[config.mk]
export PLATFORM = sky130hd
export DESIGN_NAME = mux_arb_nx1
export DESIGN_NICKNAME = d
export VERILOG_FILES = /design/src/rtl/mux_arb_nx1.sv
export SDC_FILE = /design/constraint.sdc
export NUM_CORES = 1
export LEC_CHECK = 0
export BUFFER_PORTS_ARGS = -buffer_cell sky130_fd_sc_hd__buf_2
export CORE_MARGIN = 8
export CORE_UTILIZATION = 30
export CTS_CLUSTER_DIAMETER = 200
export DETAILED_ROUTE_END_ITERATION = 10
export GPL_TIMING_DRIVEN = 0
export PLACE_DENSITY = 0.68
export SLEW_MARGIN = 10
export SYNTH_ARGS = -nofsm -noshare
export SYNTH_HDL_FRONTEND = slang
export SYNTH_SLANG_ARGS = --single-unit
[constraint.sdc]
create_clock -name clk -period 1.2 [get_ports clk]
set_input_delay 0.06 -clock clk [delete_from_list [all_inputs] [get_ports clk]]
set_output_delay 0.06 -clock clk [all_outputs]
set_load 0.01 [all_outputs]
[src/rtl/mux_arb_nx1.sv]
// N-to-1 datapath multiplexer with one registered output stage and valid/ready on every channel.
// The source channel is either steered by sel (ARB=0) or picked round-robin among valid channels (ARB=1).
module mux_arb_nx1 #(
  parameter int W   = 32,
  parameter int N   = 4,
  parameter int ARB = 0,
  localparam int SW = $clog2(N)
) (
  input  logic            clk,
  input  logic            rst_n,
  input  logic [N*W-1:0]  e,
  input  logic [N-1:0]    e_valid,
  output logic [N-1:0]    e_ready,
  input  logic [SW-1:0]   sel,
  output logic [W-1:0]    salMux,
  output logic            sal_valid,
  input  logic            sal_ready,
  output logic [SW-1:0]   sal_ch
);

  localparam int            NP    = 1 << SW;
  localparam logic [SW:0]   N_EXT = (SW+1)'(N);
  localparam logic [SW-1:0] LAST  = SW'(N-1);

  logic [W-1:0]  data_q, data_d;
  logic [SW-1:0] ch_q, ch_d;
  logic [SW-1:0] ptr_q, ptr_d;
  logic          valid_q, valid_d;

  logic [SW-1:0] cand;
  logic          hit;
  logic          sel_ok;
  logic          load_en;
  logic [W-1:0]  data_sel;
  logic [SW:0]   sum;
  logic [NP-1:0] valid_pad;

  // Padding e_valid to 2**SW bits keeps every index in range when N is not a power of two.
  assign valid_pad = NP'(e_valid);
  assign sel_ok    = ({1'b0, sel} < N_EXT);

  // Reset also blocks acceptance, so no producer sees a grant while the stage is being cleared.
  assign load_en = rst_n && (!valid_q || sal_ready);

  // NOTE: every variable written in an always_comb gets a default first; a missing path would infer a latch.
  always_comb begin
    cand = '0;
    hit  = 1'b0;
    sum  = '0;
    if (ARB == 0) begin
      cand = sel;
      hit  = sel_ok && valid_pad[sel];
    end else begin
      // Walk from the farthest slot back to ptr so the nearest valid channel is the last one written.
      for (int k = N-1; k >= 0; k--) begin
        sum = {1'b0, ptr_q} + (SW+1)'(k);
        if (sum >= N_EXT) sum = sum - N_EXT;
        if (valid_pad[sum[SW-1:0]]) begin
          cand = sum[SW-1:0];
          hit  = 1'b1;
        end
      end
    end
  end

  always_comb begin
    e_ready = '0;
    if (load_en) begin
      if (ARB == 0) begin
        if (sel_ok) e_ready = N'(1) << sel;
      end else if (hit) begin
        e_ready = N'(1) << cand;
      end
    end
  end

  always_comb begin
    data_sel = '0;
    for (int i = 0; i < N; i++) begin
      if (cand == SW'(i)) data_sel = e[i*W +: W];
    end
  end

  always_comb begin
    valid_d = valid_q;
    data_d  = data_q;
    ch_d    = ch_q;
    ptr_d   = ptr_q;
    if (load_en) begin
      valid_d = hit;
      if (hit) begin
        data_d = data_sel;
        ch_d   = cand;
        if (ARB != 0) ptr_d = (cand == LAST) ? '0 : cand + SW'(1);
      end
    end
  end

  // NOTE: state registers use non-blocking assignments so every flop samples the pre-edge values.
  always_ff @(posedge clk or negedge rst_n) begin
    if (!rst_n) begin
      data_q  <= '0;
      ch_q    <= '0;
      ptr_q   <= '0;
      valid_q <= 1'b0;
    end else begin
      data_q  <= data_d;
      ch_q    <= ch_d;
      ptr_q   <= ptr_d;
      valid_q <= valid_d;
    end
  end

  assign salMux    = data_q;
  assign sal_valid = valid_q;
  assign sal_ch    = ch_q;

endmodule

Word level (Yosys, flattened, before mapping):

Index checks and enable logic that the tools add are counted.

* logic and storage cells: 20
* bits in registers: 35
* output and inout bits: 39

* equality and inequality tests: 3
* multiplexer cells: 7
* reductions and logical operators: 5
* magnitude comparators: 1
* shift operators: 1

Operators by type and width (number)
* $mux 32: 4
* $eq 2x2->1 const B: 2
* $mux 4: 1
* $shl 1x2->4 const A: 1
* $lt 2x3->1 const B: 1
* $bmux 1 s2: 1
* $eq 2x1->1 const B: 1
* $logic_not 2->1: 1
* $reduce_and 2->1: 1
* $logic_and 1x1->1: 1
* $logic_not 1->1: 1
* $logic_or 1x1->1: 1
* $mux 1: 1

Depth between registers and ports, before layout:

* word-level depth: 5
* gate-level depth with buffers: 4

Worst setup path after synthesis:

OpenSTA, ideal clock, no wires.

* path type: register -> register
* start: register valid_q (netlist: sal_valid)
* end: register data_q[0] (netlist: salMux[0])
* data required time: 1.075 ns
* setup time: 0.125 ns
* arrival time: 1.229 ns
* stages on the path, launching flop included: 5
* path slack: -0.154 ns
* clock period less this slack: 1.354 ns
* cells stage by stage: dfrtp_1 -> nand2b_1 -> nand3_4 -> buf_12 -> mux2_4

* cells in the longest elaborated chain, start to end: 4

Ends and longest elaborated chain
* start, declared: RTL line 28 `logic valid_q, valid_d;`
* start signal, assigned: RTL line 110 `valid_q <= valid_d;`
* $logic_not 1->1: RTL line 43 `assign load_en = rst_n && (!valid_q || sal_ready);`
* $logic_or 1x1->1: RTL line 43
* $logic_and 1x1->1: RTL line 43
* $reduce_and 2->1 (no source line)
* end signal, assigned: RTL line 107 `data_q <= data_d;`
* end, declared: RTL line 25 `logic [W-1:0] data_q, data_d;`

Every way passes these cells.
A chain may end at the register's enable or synchronous reset.

Worst setup path after layout:

* start: register valid_q (netlist: sal_valid)
* end: register data_q[6] (netlist: salMux[6])

The elaborated chain is that of the path after synthesis.

==> impl_metrics.py <==
metrics = {
    "job": {
        "cap_violations": 0,
    },
    "setup_path": {
        "r2r_setup_slack_ns": -0.09,
        "r2r_end": "salMux[6]",
        "crit_required_ns": 1.36,
        "cp-end-kind": "flop",
        "worstPathMaxFanout": 10,
        "ff2ff_path_depth": 4,
        "start_kind": "flop",
        "arrival_ns": 1.45,
        "path_class": "reg2reg",
        "timing.rr.start": "sal_valid",
    },
    "yosys": {
        "synth_fp_nets": 262,
        "yosys-top-cells-area": "dfrtp_1 37%, mux4_2 31%, mux2_4 18%",
        "ys_warn_count": 0,
        "synth_cell_types": 18,
        "netlist.area_leader.share_pct": 37.1,
        "synth_ff_type": "dfrtp_1",
        "synth_edf_count": 0,
        "syn_avg_cell_area_um2": 18.9,
        "netlist_top_cells_count": "35 x dfrtp_1, 33 x mux4_2, 29 x mux2_4, 6 x buf_6, 6 x mux2_2",
        "ys_ff_latch": 35,
        "netlist_instances": 125,
        "ys_seq_area_share_pct": 37.1,
        "synthArstFlopShare_pct": 100,
        "synthMostInstantiatedCell": "dfrtp_1",
        "yosys.area.top_type": "dfrtp_1",
        "syn-cell-area_mm2": 0.00236,
    },
    "drt": {
        "wl_met3_um": 665,
        "drt_iter0_drc": 45,
        "routedWlPerCell_um": 18.7,
        "first_pass_iters": 3,
        "route.antenna.remaining_nets": 0,
        "wl_mm": 7.71,
        "top_layer": "met4",
        "wl_met2_mm": 4.02,
        "routed-via-count": 1977,
        "drc": 0,
        "avgViaCountPerCell": 4.80,
        "wl_met1_mm": 2.99,
    },
    "clocking": {
        "cts.sinks": 35,
        "cts_buffers": 5,
        "cts_max_level": 2,
        "insertion_delay_ns": 0.28,
        "cts_buffer_depth": 2,
        "cts_tree": "done",
        "path_clk_slew_ns": 0.07,
        "root_buffer": "clkbuf_8",
    },
    "min_path": {
        "hp-class": "in2async",
    },
    "sta": {
        "slew_headroom_pct": 64.3,
        "holdWs_ns": -0.239,
        "rsz0062_at_grt": "yes",
        "timing.final.crit_period_ns": 1.29,
        "report.final.slew_viol_count": 0,
        "layout_setup_ws_ns": -0.0908,
        "worstMarginPinSlew_ns": 0.535,
        "setup_viol": 37,
        "fmax_mhz": 775,
        "tns_ns": -2.69,
        "finalHoldViolCount": 35,
        "skew_ns": 0.00499,
        "period_share_pct": 108,
    },
    "run_status": {
        "failed_checks": "negative hold slack, negative setup slack",
        "outcome": "finished, violations left",
    },
    "global_routing": {
        "grt_pass1_vias": 2298,
        "grt_pass1_wl_mm": 12.2,
        "antenna_found_initial": 0,
        "track_usage_pct": 13.8,
        "grt_max_degree": 41,
        "overflow": 0,
    },
    "floorplan": {
        "pin_count": 176,
        "num_rows": 32,
        "core_mm2": 0.00769,
        "initial_core_util_pct": 30.7,
        "die-height_um": 105,
        "fp.dieW_um": 105,
        "dieArea_mm2": 0.0110,
    },
    "place": {
        "place.gp.congestion": 0.757,
        "port_buffers": 175,
        "dpl-instance-area_mm2": 0.00337,
        "dp_hpwl_mm": 6.46,
    },
    "layout": {
        "final_nets": 447,
        "stdcell_area_mm2": 0.00350,
        "drive_gt1_share_pct": 86.8,
        "area_delta_synth_final_pct": 48.3,
        "diodes": 0,
        "fill_cells": 739,
    },
    "power": {
        "power.density_mw_per_mm2": 1260,
        "vdd_drop_max_mv": 0.391,
        "p_leak_nw": 1.79,
    },
}
worst max path at each step:
stage	startpoint	slack, ns	end
4_1_cts	sal_valid	-0.11	e_ready[1]
6_report	sal_valid	-0.09	salMux[6]
3_5_place_dp	rst_n	-0.58	sal_ch[1]
2_1_floorplan	sel[0]	-0.08	salMux[0]
3_3_place_gp	rst_n	-0.55	salMux[24]
5_1_grt	sal_valid	-0.16	e_ready[1]
logic make-up after synthesis:
group | after synthesis | share of synthesized area, %
compound gates | 3 | 1.17
buf+inv | 11 | 6.31
flops | 35 | 37.1
mux | 68 | 52.8
simple gates | 8 | 2.60
layer usage:
layer / track usage [%] / vias to the layer above
met5: 0 / -
met4: 3.06 / 0
met3: 5.77 / 2
met2: 24.1 / 97
met1: 15.3 / 994
li1: - / 884
cells in the final DEF (no fill, tap or decap):
cell and n:
buf_2 174, dfrtp_1 35, mux4_2 33, mux2_4 29
buf_6 7, mux2_2 6, clkbuf_8 6, buf_4 4
buf_12 3, nor3b_2 2, nand2b_4 1, nand2_4 1
nor3_1 1, and4_1 1, nand3_4 1, dlygate4sd1_1 1
a31o_2 1, nand3_1 1, a22o_1 1, a21bo_1 1
clkinv_2 1
critical path, cell delays in order, from the launching register on:
cell	delay (ns)
dfrtp_1	0.41
nand2b_4	0.12
nand3_4	0.14
buf_12	0.21
mux2_4	0.29
sequential cells by signal (all words and copies together), names as in the netlist:
register / count
salMux: 32
sal_ch: 2
sal_valid: 1
layout make-up:
type                            instances  area [µm²]  area share (%)
Buffer                                 10         136            3.90
Clock buffer                            6        82.6            2.36
Clock inverter                          1        5.00           0.143
Multi-Input combinational cell         79        1360            38.9
Sequential cell                        35         876            25.0
Tap cell                              102         128            3.65
Timing Repair Buffer                  179         912            26.1
stage by stage:
| step | util [%] | power, W | instances | worst slack, ns |
|---|---|---|---|---|
| floorplan | - | 0.00278 | 125 | -0.0809 |
| global placement | 43.8 | 0.00352 | 402 | -0.552 |
| detailed placement | 43.8 | 0.00357 | 402 | -0.582 |
| CTS | 45.4 | 0.00448 | 411 | -0.108 |
| global route | 45.5 | 0.00468 | 412 | -0.163 |
| finish | 45.5 | 0.00440 | 412 | -0.0908 |
report_power, final:
group | leakage [nW] | switching [W] | internal, W
Clock | 0.0470 | 0.000389 | 0.000450
Combinational | 1.33 | 0.000725 | 0.00111
Sequential | 0.410 | 0.000194 | 0.00153
Total | 1.79 | 0.00131 | 0.00309
timing repair:
action                     4_1_cts  5_1_grt
pin swaps                        3        3
buffers inserted                 3        1
gates resized for setup          6        0
setup endpoints to repair       38       38
hold endpoints to repair        35       35
(Power assumes the default switching activity.)
